File: config.mk
export PLATFORM = sky130hd
export DESIGN_NAME = bcd_counter_n
export DESIGN_NICKNAME = d
export VERILOG_FILES = /design/src/rtl/bcd_counter_n.sv
export SDC_FILE = /design/constraint.sdc
export NUM_CORES = 1
export LEC_CHECK = 0
export BUFFER_PORTS_ARGS = -buffer_cell sky130_fd_sc_hd__clkbuf_2
export CORE_UTILIZATION = 53
export DETAILED_ROUTE_END_ITERATION = 16
export PLACE_DENSITY = 0.79
export SETUP_SLACK_MARGIN = 0.5
export SKIP_LAST_GASP = 1
export SYNTH_ARGS = -nofsm -noshare
export SYNTH_HDL_FRONTEND = slang
export SYNTH_SLANG_ARGS = --single-unit
File: constraint.sdc
create_clock -name clk -period 2.5 [get_ports clk]
set_input_delay 0.25 -clock clk [delete_from_list [all_inputs] [get_ports clk]]
set_output_delay 0.25 -clock clk [all_outputs]
set_load 0.01 [all_outputs]
File: src/rtl/bcd_counter_n.sv
// Parameterised multi-digit BCD up/down counter with parallel load, terminal count and sticky ovf.
// Define BCD_COUNTER_SAT_EN to saturate at the ends instead of trapping into the error pattern.
module bcd_counter_n #(
    parameter int unsigned DIGITS = 4
) (
    input  logic                  clk,
    input  logic                  count_clear,
    input  logic                  count_ena,
    input  logic                  up_down,
    input  logic                  load,
    input  logic [4*DIGITS-1:0]   load_val,
    output logic [4*DIGITS-1:0]   count,
    output logic                  tc,
    output logic                  ovf
);

    localparam int unsigned W = 4 * DIGITS;
    localparam logic [W-1:0] ErrPat = {DIGITS{4'hE}};

    logic [W-1:0] count_q, count_d;
    logic [W-1:0] inc_val, dec_val;
    logic         ovf_q, ovf_d;
    logic         err, all9, all0, load_bad;
    logic         carry, borrow;

    // err is defined by the count contents, so it can never disagree with them.
    assign err = (count_q == ErrPat);

    always_comb begin
        all9     = 1'b1;
        all0     = 1'b1;
        load_bad = 1'b0;
        for (int k = 0; k < int'(DIGITS); k++) begin
            if (count_q[4*k +: 4] != 4'd9) all9 = 1'b0;
            if (count_q[4*k +: 4] != 4'd0) all0 = 1'b0;
            if (load_val[4*k +: 4] > 4'd9) load_bad = 1'b1;
        end
    end

    always_comb begin
        inc_val = count_q;
        dec_val = count_q;
        carry   = 1'b1;
        borrow  = 1'b1;
        for (int k = 0; k < int'(DIGITS); k++) begin
            if (carry) begin
                if (count_q[4*k +: 4] == 4'd9) begin
                    inc_val[4*k +: 4] = 4'd0;
                end else begin
                    inc_val[4*k +: 4] = count_q[4*k +: 4] + 4'd1;
                    carry             = 1'b0;
                end
            end
            if (borrow) begin
                if (count_q[4*k +: 4] == 4'd0) begin
                    dec_val[4*k +: 4] = 4'd9;
                end else begin
                    dec_val[4*k +: 4] = count_q[4*k +: 4] - 4'd1;
                    borrow            = 1'b0;
                end
            end
        end
    end

    always_comb begin
        count_d = count_q;
        ovf_d   = ovf_q;
        if (load) begin
            if (load_bad) begin
                count_d = ErrPat;
                ovf_d   = 1'b1;
            end else begin
                count_d = load_val;
                ovf_d   = 1'b0;
            end
        end else if (count_ena && !err) begin
            if ((up_down && all9) || (!up_down && all0)) begin
                ovf_d = 1'b1;
`ifdef BCD_COUNTER_SAT_EN
                count_d = count_q;
`else
                count_d = ErrPat;
`endif
            end else if (up_down) begin
                count_d = inc_val;
            end else begin
                count_d = dec_val;
            end
        end
    end

    always_ff @(posedge clk) begin
        if (count_clear) begin
            count_q <= '0;
            ovf_q   <= 1'b0;
        end else begin
            count_q <= count_d;
            ovf_q   <= ovf_d;
        end
    end

    assign count = count_q;
    assign ovf   = ovf_q;
    assign tc    = count_ena & ~err & ((up_down & all9) | (~up_down & all0));

endmodule

# == Word level (Yosys, flattened, before mapping) ==
# Cells that the tools add are included.
# op_classes
add_sub_neg,8
n_lt_le_gt_ge,4
n_bitwise,7
muxes,45
eq_ne,12
reduce_logical,23
# ops
cell,n
$mux 16,5
$mux 4,14
$reduce_bool 4->1,7
$mux 1,26
$add 4x1->4 const B,4
$eq 16x16->1 const B,1
$eq 4x4->1 const B,4
$gt 4x4->1 const B,4
$logic_not 4->1,4
$ne 4x4->1 const B,4
$sub 4x1->4 const B,4
$ne 4x1->1 const B,3
$reduce_and 3->1,3
$and 1x1->1,4
$reduce_bool 2->1,2
$logic_and 1x1->1,3
$logic_not 1->1,2
$not 1->1,2
$reduce_and 2->1,1
$logic_or 1x1->1,1
$or 1x1->1,1
# totals
input_bits,21
regBits,17
output_inout_bits,18
word_cells,104

# == Longest topological paths before layout ==
# Gate-level depths: netlist of the first run.
# depth
depth_word,10
ltp_mapped,9
mapped_depth_nobuf,6

# == Worst setup path before layout of the first run ==
# No wires, ideal clock.
# synth_path
path_kind,register to register
start,register count_q[9] (netlist: count[9])
end,register count_q[10] (netlist: count[10])
synth_period_minus_slack_ps,2072
setup_ps,65
t_required_ps,2435
path_buffers,1
setup_slack_ps,428
stages_incl_launch_ff,8
t_arrival_ps,2007
path_cell_list,dfxtp_1 -> clkbuf_1 -> nand4_1 -> nor4_1 -> nor2_1 -> a31oi_1 -> mux2_2 -> nor2_1
# synth_via
elab_chain_len,8
elab_cells_between_ends,28
cone_classes,add/sub: 2; eq/ne: 4; mux: 12; reduce/logical: 10
# synth_lines
element,line,rtl
from (decl),20,"logic [W-1:0] count_q, count_d;"
from (signal assigned),97,count_q <= count_d;
branches (longest 8 deep; another with $sub 4x1->4),--,
# Several ways; the timed one is not identified. The select of a mux whose other input is x is not followed.
# A chain may end at the register's enable or synchronous reset.

# == Final worst setup path of the first run ==
# layout_path
start,register count_q[13] (netlist: count[13])
end,output port tc
# layout_via
elab_chain_len,5
elab_cells_between_ends,11
cone_classes,eq/ne: 2; mux: 2; bitwise: 6; reduce/logical: 1
# layout_lines
element,line,rtl
$ne 4x4->1 or $reduce_bool 4->1 (tied branches),"34, 35",
"$mux 1, on equally long branches","34, 35",
$and 1x1->1,104,assign tc = count_ena & ~err & ((up_down & all9) | (~up_down & all0));
$or 1x1->1,104,
$and 1x1->1 (*),104,
to (decl),13,"output logic tc,"
# Every way passes the cells marked *; elsewhere a longest branch is shown, timed or not.

==> results of run 1 <==
[worst max-delay path: cells and delay by family, from the launching register on]
kind                   cells  cell delay [ns]
AND/OR/NAND/NOR            3             0.92
flip-flops                 1             0.34
AO/OA/AOI/OAI              1             0.14
buffers and inverters      1             0.13
[through the flow]
step	utilization [%]	instance area (sq um)	cells	hold slack [ns]
2_1_floorplan	-	1590	227	0.440
3_3_place_gp	64.6	1800	284	0.537
3_5_place_dp	64.6	1800	284	0.540
4_1_cts	67.3	1870	291	0.248
5_1_grt	72.2	2010	296	0.272
6_report	72.2	2010	296	0.271
[metal layers]
layer  up-vias  GRT usage [%]
li1        914              -
met1       848           40.7
met2        81           47.6
met3        12           2.76
met4         0           10.5
met5         -              0
[flip-flops by register name, summed over array words and instances (netlist names)]
signal	cells
ovf	1
count	16
[layout by cell type (no fill, tap or decap), types with 6 or more instances in the layout]
| master | Yosys | final |
|---|---|---|
| sky130_fd_sc_hd__nand2_1 | 23 | 23 |
| sky130_fd_sc_hd__a21oi_1 | 13 | 12 |
| sky130_fd_sc_hd__buf_4 | 0 | 18 |
| sky130_fd_sc_hd__dfxtp_4 | 0 | 6 |
| sky130_fd_sc_hd__nor2_1 | 21 | 21 |
| sky130_fd_sc_hd__inv_1 | 7 | 7 |
| sky130_fd_sc_hd__clkbuf_2 | 0 | 37 |
| sky130_fd_sc_hd__dfxtp_2 | 0 | 7 |
| sky130_fd_sc_hd__nor3_1 | 7 | 6 |
| sky130_fd_sc_hd__o21ai_0 | 19 | 18 |
| sky130_fd_sc_hd__a211oi_1 | 7 | 6 |
| sky130_fd_sc_hd__nand3_1 | 7 | 7 |
[area by class of cell]
cell class                 count  area share (%)
tap                           31            1.93
clock buffer                   3            1.12
inverter                       7            1.31
sequential                    17            18.5
multi-input combinational    179            59.6
clock inverter                 1           0.249
timing repair buffer          58            17.3
[power breakdown]
part / internal (mW) / total (mW) / switching, mW
sequential: 0.301 / 0.360 / 0.0592
combinational: 0.182 / 0.381 / 0.199
clock: 0.0596 / 0.158 / 0.0982
total: 0.543 / 0.899 / 0.356
[cells by family (layout without fill, tap and decap cells)]
| family | count (synthesis) | in the layout | synth area share [%] |
|---|---|---|---|
| AO/OA/AOI/OAI | 72 | 72 | 31.5 |
| multiplexers | 7 | 7 | 4.51 |
| buffers and inverters | 31 | 69 | 8.71 |
| AND/OR/NAND/NOR | 96 | 96 | 31.5 |
| flip-flops | 17 | 17 | 21.5 |
| XOR/XNOR | 4 | 4 | 2.22 |
[timing repair]
action,CTS,global route
cloned,0,1
pin swaps,2,12
resized for setup,9,28
setup buffers,3,4
setup endpoints to repair,16,17
[how the worst max path moves through the flow]
stage	end	slack, ns	from
CTS	tc	0.41	count[13]
floorplan	count[10]	0.49	up_down
global placement	count[0]	0.38	up_down
global route	tc	0.31	count[13]
finish	tc	0.42	count[13]
detailed placement	count[0]	0.33	count[14]
==> results.txt, run 1 <==
The synthesized netlist net count is 248. The number of antenna diodes in the final layout is 0. VDD sags by at most 0.000426 V. At the end of routability-driven placement, the weighted congestion stood at 0.886. The path with the worst hold slack has its endpoint at count[11]. In this run the register-to-register setup slack is 0.46 ns. The power density relative to cell area came out at ~450 nW/um^2. For the worst-skew pair, the clock arrives at the later sink with an insertion delay of 0.30 ns. In the routed layout, each cell is associated on average with a via count of about 6.3. The half-perimeter wire length after detailed placement is 3100 um. The longest clock path from root to sink contains 2 buffers.

The library cell with the largest summed area after synthesis is sky130_fd_sc_hd__dfxtp_1. The post-route setup TNS is 0 ns. During I/O placement, the number of pins put on the boundary was 39. The mean instance size in the synthesized netlist came out at between 6 and 7 sq um.

After synthesis the netlist holds a flip-flop and latch count of 17. The final count of pins violating max slew is 0. In this run the horizontal extent of the chip is between 50 and 60 um. The worst-case clock skew came out at 0.0113 ns. In this run the tool buffered the top-level ports with 38 buffer cells. The number of antenna violations at the first check in global routing came out at 0.

The global-route congestion overflow total came out at 0. The sum of internal, switching and leakage power came out at between 800 and 900 uW. The worst hold path begins at load_val[11]. Cells with a size suffix above 1 make up 35.1% of the layout.

The critical path start-end classification is flop to output pin. The met1 layer wirelength in the final routing came out at 2060 um. The area enclosed by the die boundary came out at 3200 sq um. The area taken by multi-input logic gates came out at 1200 sq um.

At the pin with the least slew margin, the transition time is 0.503 ns. The total of warnings raised by yosys is 0. In this run, CTS created clock tree buffers numbering 3. The total number of placement rows is 19. TritonCTS built the clock tree.

Counting instances in the post-synthesis netlist gives the leading cell types as 23 x sky130_fd_sc_hd__nand2_1, 21 x sky130_fd_sc_hd__nor2_1, 19 x sky130_fd_sc_hd__o21ai_0. The total setup violations reported at the end of the flow came out at 0. The share of the yosys chip area belonging to registers is 21.5%. The summed instance area of the synthesized netlist came out at 1580 sq um. The pre-CTS setup slack came out at 0.332 ns. Of the post-synthesis cell area, the dominant cell type holds ~22%. Counting I/O delays and the setup requirement, the final critical path takes about 2.1 ns. CTS placed an instance of sky130_fd_sc_hd__clkbuf_4 at the clock tree root. The topmost layer with routed signal wires is met4.

The count of nets left with antenna violations once routing finished came out at 0. The worst hold path belongs to the class input port to flop. The total count of hold-check failures in the final report is 0. The endpoint of the most critical register-to-register path is count[9]. In this design, the stage delay of the slowest critical-path cell is 0.50 ns. Of all nets on the critical path, the largest fanout is 2. The routed length on met2 is 2300 um. The number of global-route vias before repair came out at 1631.

The worst hold path passes through 3 cells. The detail-routed net length per standard cell came out at 16.2 um. The region available for standard cell placement spans about 2800 sq um. The area growth from synthesis to final layout is 27.1%.

The required time at the endpoint of the critical path is 2.25 ns. The quantity of hold-fixing buffers added after cts came out at 0. Dividing the final minimum period by the clock period gives between 80% and 90%. The final-stage net count came out at 287. The proportion of register bits with asynchronous set or reset after synthesis is 0%.

The flow ran to the end, and the final reports show no timing, DRC or antenna violations. The count of unique library cells instantiated by Yosys came out at a little over 50. CTS built an H-tree with a depth of 1.

Setup repair after global routing could not meet its margin everywhere. The number of fill cells in the layout came out at between 200 and 250. The total number of clock tree sinks came out at 17. The number of flops mapped to enable cells by yosys is 0.

The total global-route track usage came out at ~29%. The data arrival at the endpoint of the critical path is about 1.8 ns. Once the floorplan was initialized, standard cells occupied a little under three fifths of the core. For this run, design rule violations remaining after detail routing come to 0. The reg-to-reg critical path startpoint is count[13]. The first-pass iteration count of the detailed router came out at 4. Yosys instantiated no cell more often than sky130_fd_sc_hd__nand2_1. Headroom to the max-slew limit came out at approximately two thirds.

Sorting the synthesized cells by area gives the leading types as sky130_fd_sc_hd__dfxtp_1 22%, sky130_fd_sc_hd__o21ai_0 6.0%, sky130_fd_sc_hd__nand2_1 5.5%, sky130_fd_sc_hd__nor2_1 5.0%, sky130_fd_sc_hd__a21oi_1 4.1%. The chip height is 56.6 um. The timing-limited maximum frequency is 481 MHz. The first-pass GRT wire length came out at 7520 um.

After layout, the worst setup slack is 0.420 ns. The routed layout has 1855 vias. The largest individual stage delay along the critical path comes from the cell sky130_fd_sc_hd__or4_4. The sequential cell area came out at between 300 and 400 sq um. The type of origin of the critical path is a flop.

The clock transition time at the flip-flop clock pins of the worst setup and hold paths is approximately 0.12 ns. The number of cells produced by synthesis came out at 227. For this run, the leading register cell type out of synthesis is sky130_fd_sc_hd__dfxtp_1. The total met3 wirelength after detailed routing is 335 um. STA classifies the critical path endpoint as an output pin. The leakage power came out at 0.814 nW. The max capacitance violation total came out at 0. The total wirelength of the detailed-routed design is 4780 um.

The largest net degree at the start of global routing came out at 37. In this run, the number of DRC markers left after iteration 0 of detailed routing was 117. The critical path goes through or4_4 > or2_4 > o22ai_1 > and2_1 > buf_2. Counting cells, the worst reg-to-reg path comes to 7.
Note: power is estimated with default switching activity, not from simulation.
==> run 2: changes to the inputs <==
ABC_AREA = 1   (was not set)
CORE_UTILIZATION = 54   (was 53)
PLACE_DENSITY = 0.8   (was 0.79)
clock period = 2 ns   (was 2.5 ns; I/O delays follow)
==> run 2 against run 1 <==
The run now ends with DRC left. Sequential share of layout area is 1.5 points lower. Register-to-register slack got worse by 0.20 ns. Sequential power up 25%. Die area up 0.76%. Critical path depth is 3 higher. Via count increased by 31%. Largest cell class unchanged. Synthesized area rose by 2.7%. Routed wire length is 33% higher. Clock skew shrank 0.0036 ns.
==> results.txt, run 2 <==
The flow ran to the end, but the final reports show violations. The final reports fail on DRC. From bottom edge to top edge, the die measures ~57 um. The largest net degree at the start of global routing came out at 15. The area enclosed by the die boundary is 3230 sq um. The total number of placement rows is 19. The start point of the worst min-delay path is load_val[0]. The synthesized netlist net count came out at 332.

Headroom to the max-slew limit came out at 73.3%. The final-stage net count came out at 402. The portion of synthesized cell area occupied by the leading cell type came out at a little over a fifth. The width of the chip is 56.8 um. The area growth from synthesis to final layout came out at 42.3%.

The summed instance area of the synthesized netlist is 1620 sq um. The number of antenna violations at the first check in global routing came to 0. Signal routing reaches up to met4. The power density relative to cell area is 554 nW/um^2. The most frequently used cell type in the post-synthesis netlist is sky130_fd_sc_hd__nand2_1. For the final routed database, the setup TNS stands at 0 ns.

The finished layout holds 411 standard cells, fillers aside. The area of the core is 2810 sq um. The detail route stage leaves a number of antenna-violating nets equal to 0. For this block, wires on met1 add up to 2370 um. The area taken by multi-input logic gates is 1240 sq um.

After clock tree synthesis, the clock-pin slew on the worst setup and hold paths is 0.13 ns. Among all flip-flop cells after synthesis, the most frequent one is sky130_fd_sc_hd__dfxtp_1. The total number of clock tree sinks came out at 17. The first-pass GRT wire length is 8800 um. 0 antenna diodes ended up in the layout. Yosys attributes the largest share of cell area to sky130_fd_sc_hd__dfxtp_1 21%, sky130_fd_sc_hd__nand2_1 20%, sky130_fd_sc_hd__nor2_1 14%, sky130_fd_sc_hd__inv_1 9.0%, sky130_fd_sc_hd__nand3_1 7.7%. The worst-path maximum fanout is 6. The register bit total from synthesis came out at 17. The count of unique library cells instantiated by Yosys came out at 25. Dividing the detail-routed via count by the number of cells gives 5.93.

STA classifies the critical path endpoint as an output pin. The global-route congestion overflow total came out at 0. The type of origin of the critical path is a flop. The routed layout has 2437 vias.

The H-tree depth is 1. Setup repair after global routing could not meet its margin everywhere. The proportion of register bits with asynchronous set or reset after synthesis is 0%. The register with the most flip-flops in the layout has 16 of them. The worst hold path terminates at count[0].

The sequential cell area came out at 393 sq um. The worst hold path belongs to the class input port to flop. The detail-routed net length per standard cell is roughly 15 um. The number of fill cells in the layout came out at ~180. The number of cells on the worst reg-to-reg path is 11. The number of flops mapped to enable cells by yosys came out at 0. The worst-case IR drop observed on VDD is 0.000329 V. A synthesized cell averages 5.22 sq um.

At the pin with the least slew margin, the transition time is 0.400 ns. The number of global-route vias before repair came out at about 2000. Counting instances, the worst hold path has a depth of 3. The total met3 wirelength after detailed routing came out at between 600 and 700 um. The number of placed cells counting well taps is 379. Cells with a size suffix above 1 make up 36.6% of the layout.

The library cell used most frequently in the layout, excluding fill and tap cells, is sky130_fd_sc_hd__nand2_1. The half-perimeter wire length after detailed placement is approximately 3500 um. The cell count after synthesis came out at 311. The final count of pins violating max slew came out at 0. The required time at the endpoint of the critical path is around 1.8 ns.

Static timing analysis puts the maximum clock frequency at 561 MHz. The total wirelength of the detailed-routed design is 6360 um. sky130_fd_sc_hd__dfxtp_1 takes more of the synthesized area than any other cell. The clock network latency to the later pin of the worst-skew pair came out at approximately 0.31 ns. The initial detailed-routing violation count is 283. The leakage power came out at 1.22 nW.

The final critical-path share of the clock period is 89.2%. The internal reg-to-reg setup slack came out at 0.26 ns. The number of DRC violations after detailed routing came out at 7. The total global-route track usage came out at 35.0%.

The max capacitance violation total came out at 0. The total count of hold-check failures in the final report came out at 0. The share of the yosys chip area belonging to registers is 21.0%. In the layout the commonest cells are 77 x sky130_fd_sc_hd__nand2_1, 50 x sky130_fd_sc_hd__nor2_1, 37 x sky130_fd_sc_hd__clkbuf_2. Ranked by instance count, the synthesized netlist is headed by 88 x sky130_fd_sc_hd__nand2_1, 61 x sky130_fd_sc_hd__nor2_1, 39 x sky130_fd_sc_hd__inv_1. The maximum clock insertion buffer count is 2. The tree is rooted in a sky130_fd_sc_hd__clkbuf_4. The first detailed-routing pass ran for 11 iterations. The number of buffers created by CTS is 3. The minimum clock period came out at 1.78 ns. The global placer's final weighted congestion is 0.949. The reg-to-reg critical path startpoint is count[12]. Across the routed clock network, the largest skew measured is 0.00772 ns. The total of warnings raised by yosys came out at 0. TritonCTS built the clock tree. The routed length on met2 came out at roughly 2900 um.

The effective utilization at floorplan is 57.9%. The endpoint identified for the worst register-to-register timing path is count[15]. The critical path start-end classification is flop to output pin. The count of input and output buffers came out at 38. The data arrival at the endpoint of the critical path is between 1.5 and 2 ns. The total setup violations reported at the end of the flow came out at 0. The boundary pin count came out at 39.
[run 2: cell count changes after synthesis, sizes merged, moves of 6 or more]
cell,before,now
a211oi,7,0
a21oi,13,22
buf,9,2
clkbuf,15,2
inv,7,44
mux2i,6,0
nand2,23,90
nand3,7,26
nor2,21,69
o21ai,19,25
o22ai,6,0
[run 2: final cells by class]
type,count,area share [%]
Clock buffer,3,0.975
Clock inverter,1,0.217
Inverter,44,7.37
Multi-Input combinational cell,246,53.7
Sequential cell,17,17.0
Tap cell,31,1.68
Timing Repair Buffer,69,19.0
[run 2: per-stage QoR]
stage | power [mW] | hold WS, ns | worst slack, ns | util, % | cell area, sq um
2_1_floorplan | 0.741 | 0.269 | 0.558 | - | 1620
3_3_place_gp | 0.876 | 0.468 | 0.334 | 66.0 | 1850
3_5_place_dp | 0.877 | 0.474 | 0.335 | 66.0 | 1850
4_1_cts | 1.16 | 0.147 | 0.281 | 78.1 | 2190
5_1_grt | 1.35 | 0.155 | 0.170 | 82.3 | 2310
6_report | 1.28 | 0.142 | 0.217 | 82.3 | 2310
[run 2: report_power, final]
| part | internal (mW) | leakage [nW] | switching, mW |
|---|---|---|---|
| combinational | 0.244 | 1.05 | 0.366 |
| sequential | 0.381 | 0.150 | 0.0684 |
| clock | 0.0746 | 0.0177 | 0.145 |
[run 2: worst max path at each step]
stage	start	endpoint	slack [ns]	depth (start not counted)
after global routing	count[12]	tc	0.17	8
after global placement	count[13]	count[5]	0.33	11
after floorplan	count[5]	count[15]	0.56	12
final	count[5]	tc	0.22	8
after CTS	count[12]	tc	0.28	9
after detailed placement	count[13]	count[5]	0.33	11
[run 2: per-layer routing]
metal | GRT usage (%) | up-vias
li1 | - | 1128
met1 | 46.4 | 1065
met2 | 58.2 | 188
met3 | 4.15 | 56
met4 | 12.9 | 0
met5 | 0 | -
[run 2: kinds of logic after synthesis]
| kind of cell | Yosys count | share of synthesized area [%] |
|---|---|---|
| xor+xnor | 2 | 1.08 |
| flops | 17 | 21.0 |
| buf+inv | 48 | 11.6 |
| simple gates | 192 | 49.3 |
| compound gates | 52 | 17.0 |
[run 2: critical path: stages, from the launching register on]
cell	delay (ns)
sky130_fd_sc_hd__dfxtp_4	0.40
sky130_fd_sc_hd__nor2_4	0.15
sky130_fd_sc_hd__nand2_1	0.11
sky130_fd_sc_hd__nor2_2	0.13
sky130_fd_sc_hd__nand3_1	0.13
sky130_fd_sc_hd__nand2_2	0.11
sky130_fd_sc_hd__nand3_2	0.08
sky130_fd_sc_hd__inv_1	0.06
sky130_fd_sc_hd__buf_2	0.12
[run 2: what timing repair did]
action | 4_1_cts | 5_1_grt
gates resized for setup | 60 | 20
pin swaps | 14 | 12
buffers inserted | 19 | 9
endpoints found under the setup margin | 17 | 18
hold buffers | 0 | 0
==> run 3: changes to the inputs <==
BUFFER_PORTS_ARGS = not set   (was -buffer_cell sky130_fd_sc_hd__clkbuf_2)
CORE_ASPECT_RATIO = 2   (was not set)
CORE_UTILIZATION = 55   (was 54)
DONT_BUFFER_PORTS = 1   (was not set)
PLACE_DENSITY = 0.7   (was 0.8)
==> run 3 against run 2 <==
Clock skew about the same. Critical path depth up 3. Clock power up 25%. Clock-buffer cell count up 1. Worst setup slack better by 0.15 ns. Combinational power down 11%. Power up 2.1%. Routed wire length down 5.8%. Register-to-register slack better by 0.11 ns. Cell count down 11%. Non-clock buffer count down 43. The run now ends clean.
==> results.txt, run 3 (same netlist as run 2, synthesis figures left out) <==
The global-route congestion overflow total is 0. The width of the chip is ~40 um. In the routed layout, each cell is associated on average with a via count of 6.01. CTS built an H-tree with a depth of 1. The area enclosed by the die boundary came out at 3190 sq um. The area of the core came out at 2770 sq um. The number of inserted diodes came out at 0. In the global route stage, met2 resource usage came out at 63.8%. After detailed routing, the average wire length per cell comes to 16.3 um. The minimum clock period is 1.63 ns. The final count of pins violating max slew is 0. The pre-antenna-repair detailed-routing pass consisted of 4 iterations. The area growth from synthesis to final layout came out at 40.6%. The initial detailed-routing violation count is 86. The slowest stage of the critical path is the sky130_fd_sc_hd__dfxtp_4 cell. The clock tree from TritonCTS is yes. The half-perimeter wire length after detailed placement came out at 3750 um.

The total setup violations reported at the end of the flow is 0. The layout has 188 filler cells. The largest stage delay on the critical path is just over 0.4 ns.

The clock network latency to the later pin of the worst-skew pair came out at 0.27 ns. The leakage power is 1.07 nW. The worst vdd rail ir drop came out at approximately 0.0006 V.

The max capacitance violation total is 0. The tree is rooted in a sky130_fd_sc_hd__clkbuf_8. met2 is the most crowded layer.

STA classifies the critical path startpoint as a flop. The worst-path maximum fanout is 8. The beginning of the critical path is count[1]. The timing-limited maximum frequency is 613 MHz. The routing usage on met3 came out at 6.70%. The flip-flop count of the largest register, all copies and words added is 16. The fraction of layout cells with a size suffix above 1 is 34.0%. The internal reg-to-reg setup slack is 0.37 ns. Setup repair after global routing could not meet its margin everywhere.

The number of antenna violations at the first check in global routing came to 0. Walking the worst path, the cells encountered are inv_4 > nand2_4 > inv_2 > nand2_4 > nor2_4 > nand3_4 > buf_4 > nand3_4 > buf_4 > o21ai_0 > a21oi_1. The type of the tightest min-delay check is input port to flop. The remaining number of nets flagged by the antenna check after routing came out at 0.

For the worst flop-to-flop path, the logic depth is 11. In this run the tightest slew margin relative to its limit is 72.1%. The final-stage net count is 360. In the layout the commonest cells are 73 x sky130_fd_sc_hd__nand2_1, 42 x sky130_fd_sc_hd__nor2_1, 29 x sky130_fd_sc_hd__inv_1.

The met1 track demand over resource in global routing came out at 35.9%. Summed over all failing endpoints, the final setup total negative slack is 0 ns. The number of global-route vias before repair is 2071. The boundary pin count is 39. The floorplan has 27 rows. The total count of hold-check failures in the final report is 0.

The first-pass GRT wire length is 8460 um. Data on the critical path arrives at its endpoint at about 1.8 ns. The worst-case clock skew is 0.00745 ns.

The via count of the routed design came out at 2207. The clock passes through at most 2 buffers. The count of input and output buffers is 0. The critical path start-end classification is flop to flop.

At the end of the flow the core is filled with cells to 82.3%. The total global-route track usage is 36.9%. The total number of clock tree sinks is 17.

The clock transition time at the flip-flop clock pins of the worst setup and hold paths is 0.07 ns. The endpoint identified for the worst register-to-register timing path is count[2]. The library cell used most frequently in the layout, excluding fill and tap cells, is sky130_fd_sc_hd__nand2_1.

The worst setup path is captured at a flop. The slew at the pin closest to its max-slew limit came out at 0.418 ns. For this configuration, the core starts out at a cell density of 58.6%.

The final critical-path share of the clock period is approximately 80%. The chip height is 78.8 um. The number of buffers created by CTS is 3. Entering global routing, the biggest net connects 16 pins. The most critical setup path has its endpoint at count[2].

The number of DRC violations after detailed routing is 0. The power density relative to cell area is 572 nW/um^2. STA puts the critical path data required time at 2.14 ns. The routed design has 5990 um of wire. The worst register-to-register path begins at count[1].

The global placer's final weighted congestion came out at 0.958. The run finished with clean final reports.
run 3: cell count changes in the layout (fill, tap and decap cells not counted), sizes merged:
| cell | previous run | this run |
|---|---|---|
| nand2 | 90 | 91 |
| dlygate4sd3 | 0 | 1 |
| clkinv | 1 | 0 |
| clkbuf | 40 | 4 |
| buf | 32 | 25 |
run 3: how the worst min path moves through the flow:
stage                startpoint  endpoint  slack (ns)  depth (start not counted)
floorplan           count_clear  count[2]        0.27                          1
global placement    count_clear  count[2]        0.27                          1
detailed placement  count_clear  count[2]        0.28                          1
CTS                 count_clear  count[9]        0.09                          3
global route        count_clear  count[9]        0.10                          3
finish              count_clear  count[9]        0.07                          3
run 3: power breakdown:
group | leakage, nW | total, mW | internal [mW] | switching [mW]
Clock | 0.0228 | 0.274 | 0.142 | 0.132
Combinational | 0.900 | 0.546 | 0.213 | 0.333
Sequential | 0.150 | 0.486 | 0.382 | 0.104
Total | 1.07 | 1.31 | 0.737 | 0.568
run 3: metrics by stage:
step / instance area (sq um) / std cells / hold slack, ns / setup WS (ns) / power [mW]
2_1_floorplan: 1620 / 311 / 0.269 / 0.558 / 0.741
3_5_place_dp: 1670 / 341 / 0.275 / 0.221 / 0.834
6_report: 2280 / 367 / 0.0736 / 0.368 / 1.31
5_1_grt: 2280 / 367 / 0.105 / 0.242 / 1.38
3_3_place_gp: 1670 / 341 / 0.271 / 0.210 / 0.832
4_1_cts: 2000 / 359 / 0.0865 / 0.395 / 1.20
run 3: metal layers:
| layer | up-vias | share of wire [%] |
|---|---|---|
| li1 | 1042 | - |
| met5 | - | 0 |
| met2 | 115 | 53 |
| met4 | 0 | 5.8 |
| met3 | 35 | 7.5 |
| met1 | 1015 | 33 |
run 3: final cells by class:
| cell class | instances | area, sq um | area share [%] |
|---|---|---|---|
| Multi-Input combinational cell | 247 | 1420 | 62.3 |
| Sequential cell | 17 | 395 | 17.3 |
| Timing Repair Buffer | 26 | 201 | 8.83 |
| Inverter | 44 | 183 | 8.01 |
| Clock buffer | 4 | 45.0 | 1.97 |
| Tap cell | 29 | 36.3 | 1.59 |
run 3: critical path: cells and delay by family (launching register included):
| kind | cells | cell delay, ns |
|---|---|---|
| buf+inv | 4 | 0.42 |
| flops | 1 | 0.41 |
| simple gates | 5 | 0.39 |
| compound gates | 2 | 0.27 |
run 3: repair_timing:
| action | CTS | global route |
|---|---|---|
| cloned | 0 | 1 |
| hold endpoints to repair | 4 | 0 |
| setup buffers | 13 | 7 |
| setup endpoints to repair | 18 | 18 |
| gates resized for setup | 73 | 56 |
| hold buffers | 1 | 0 |
| pin swaps | 16 | 19 |
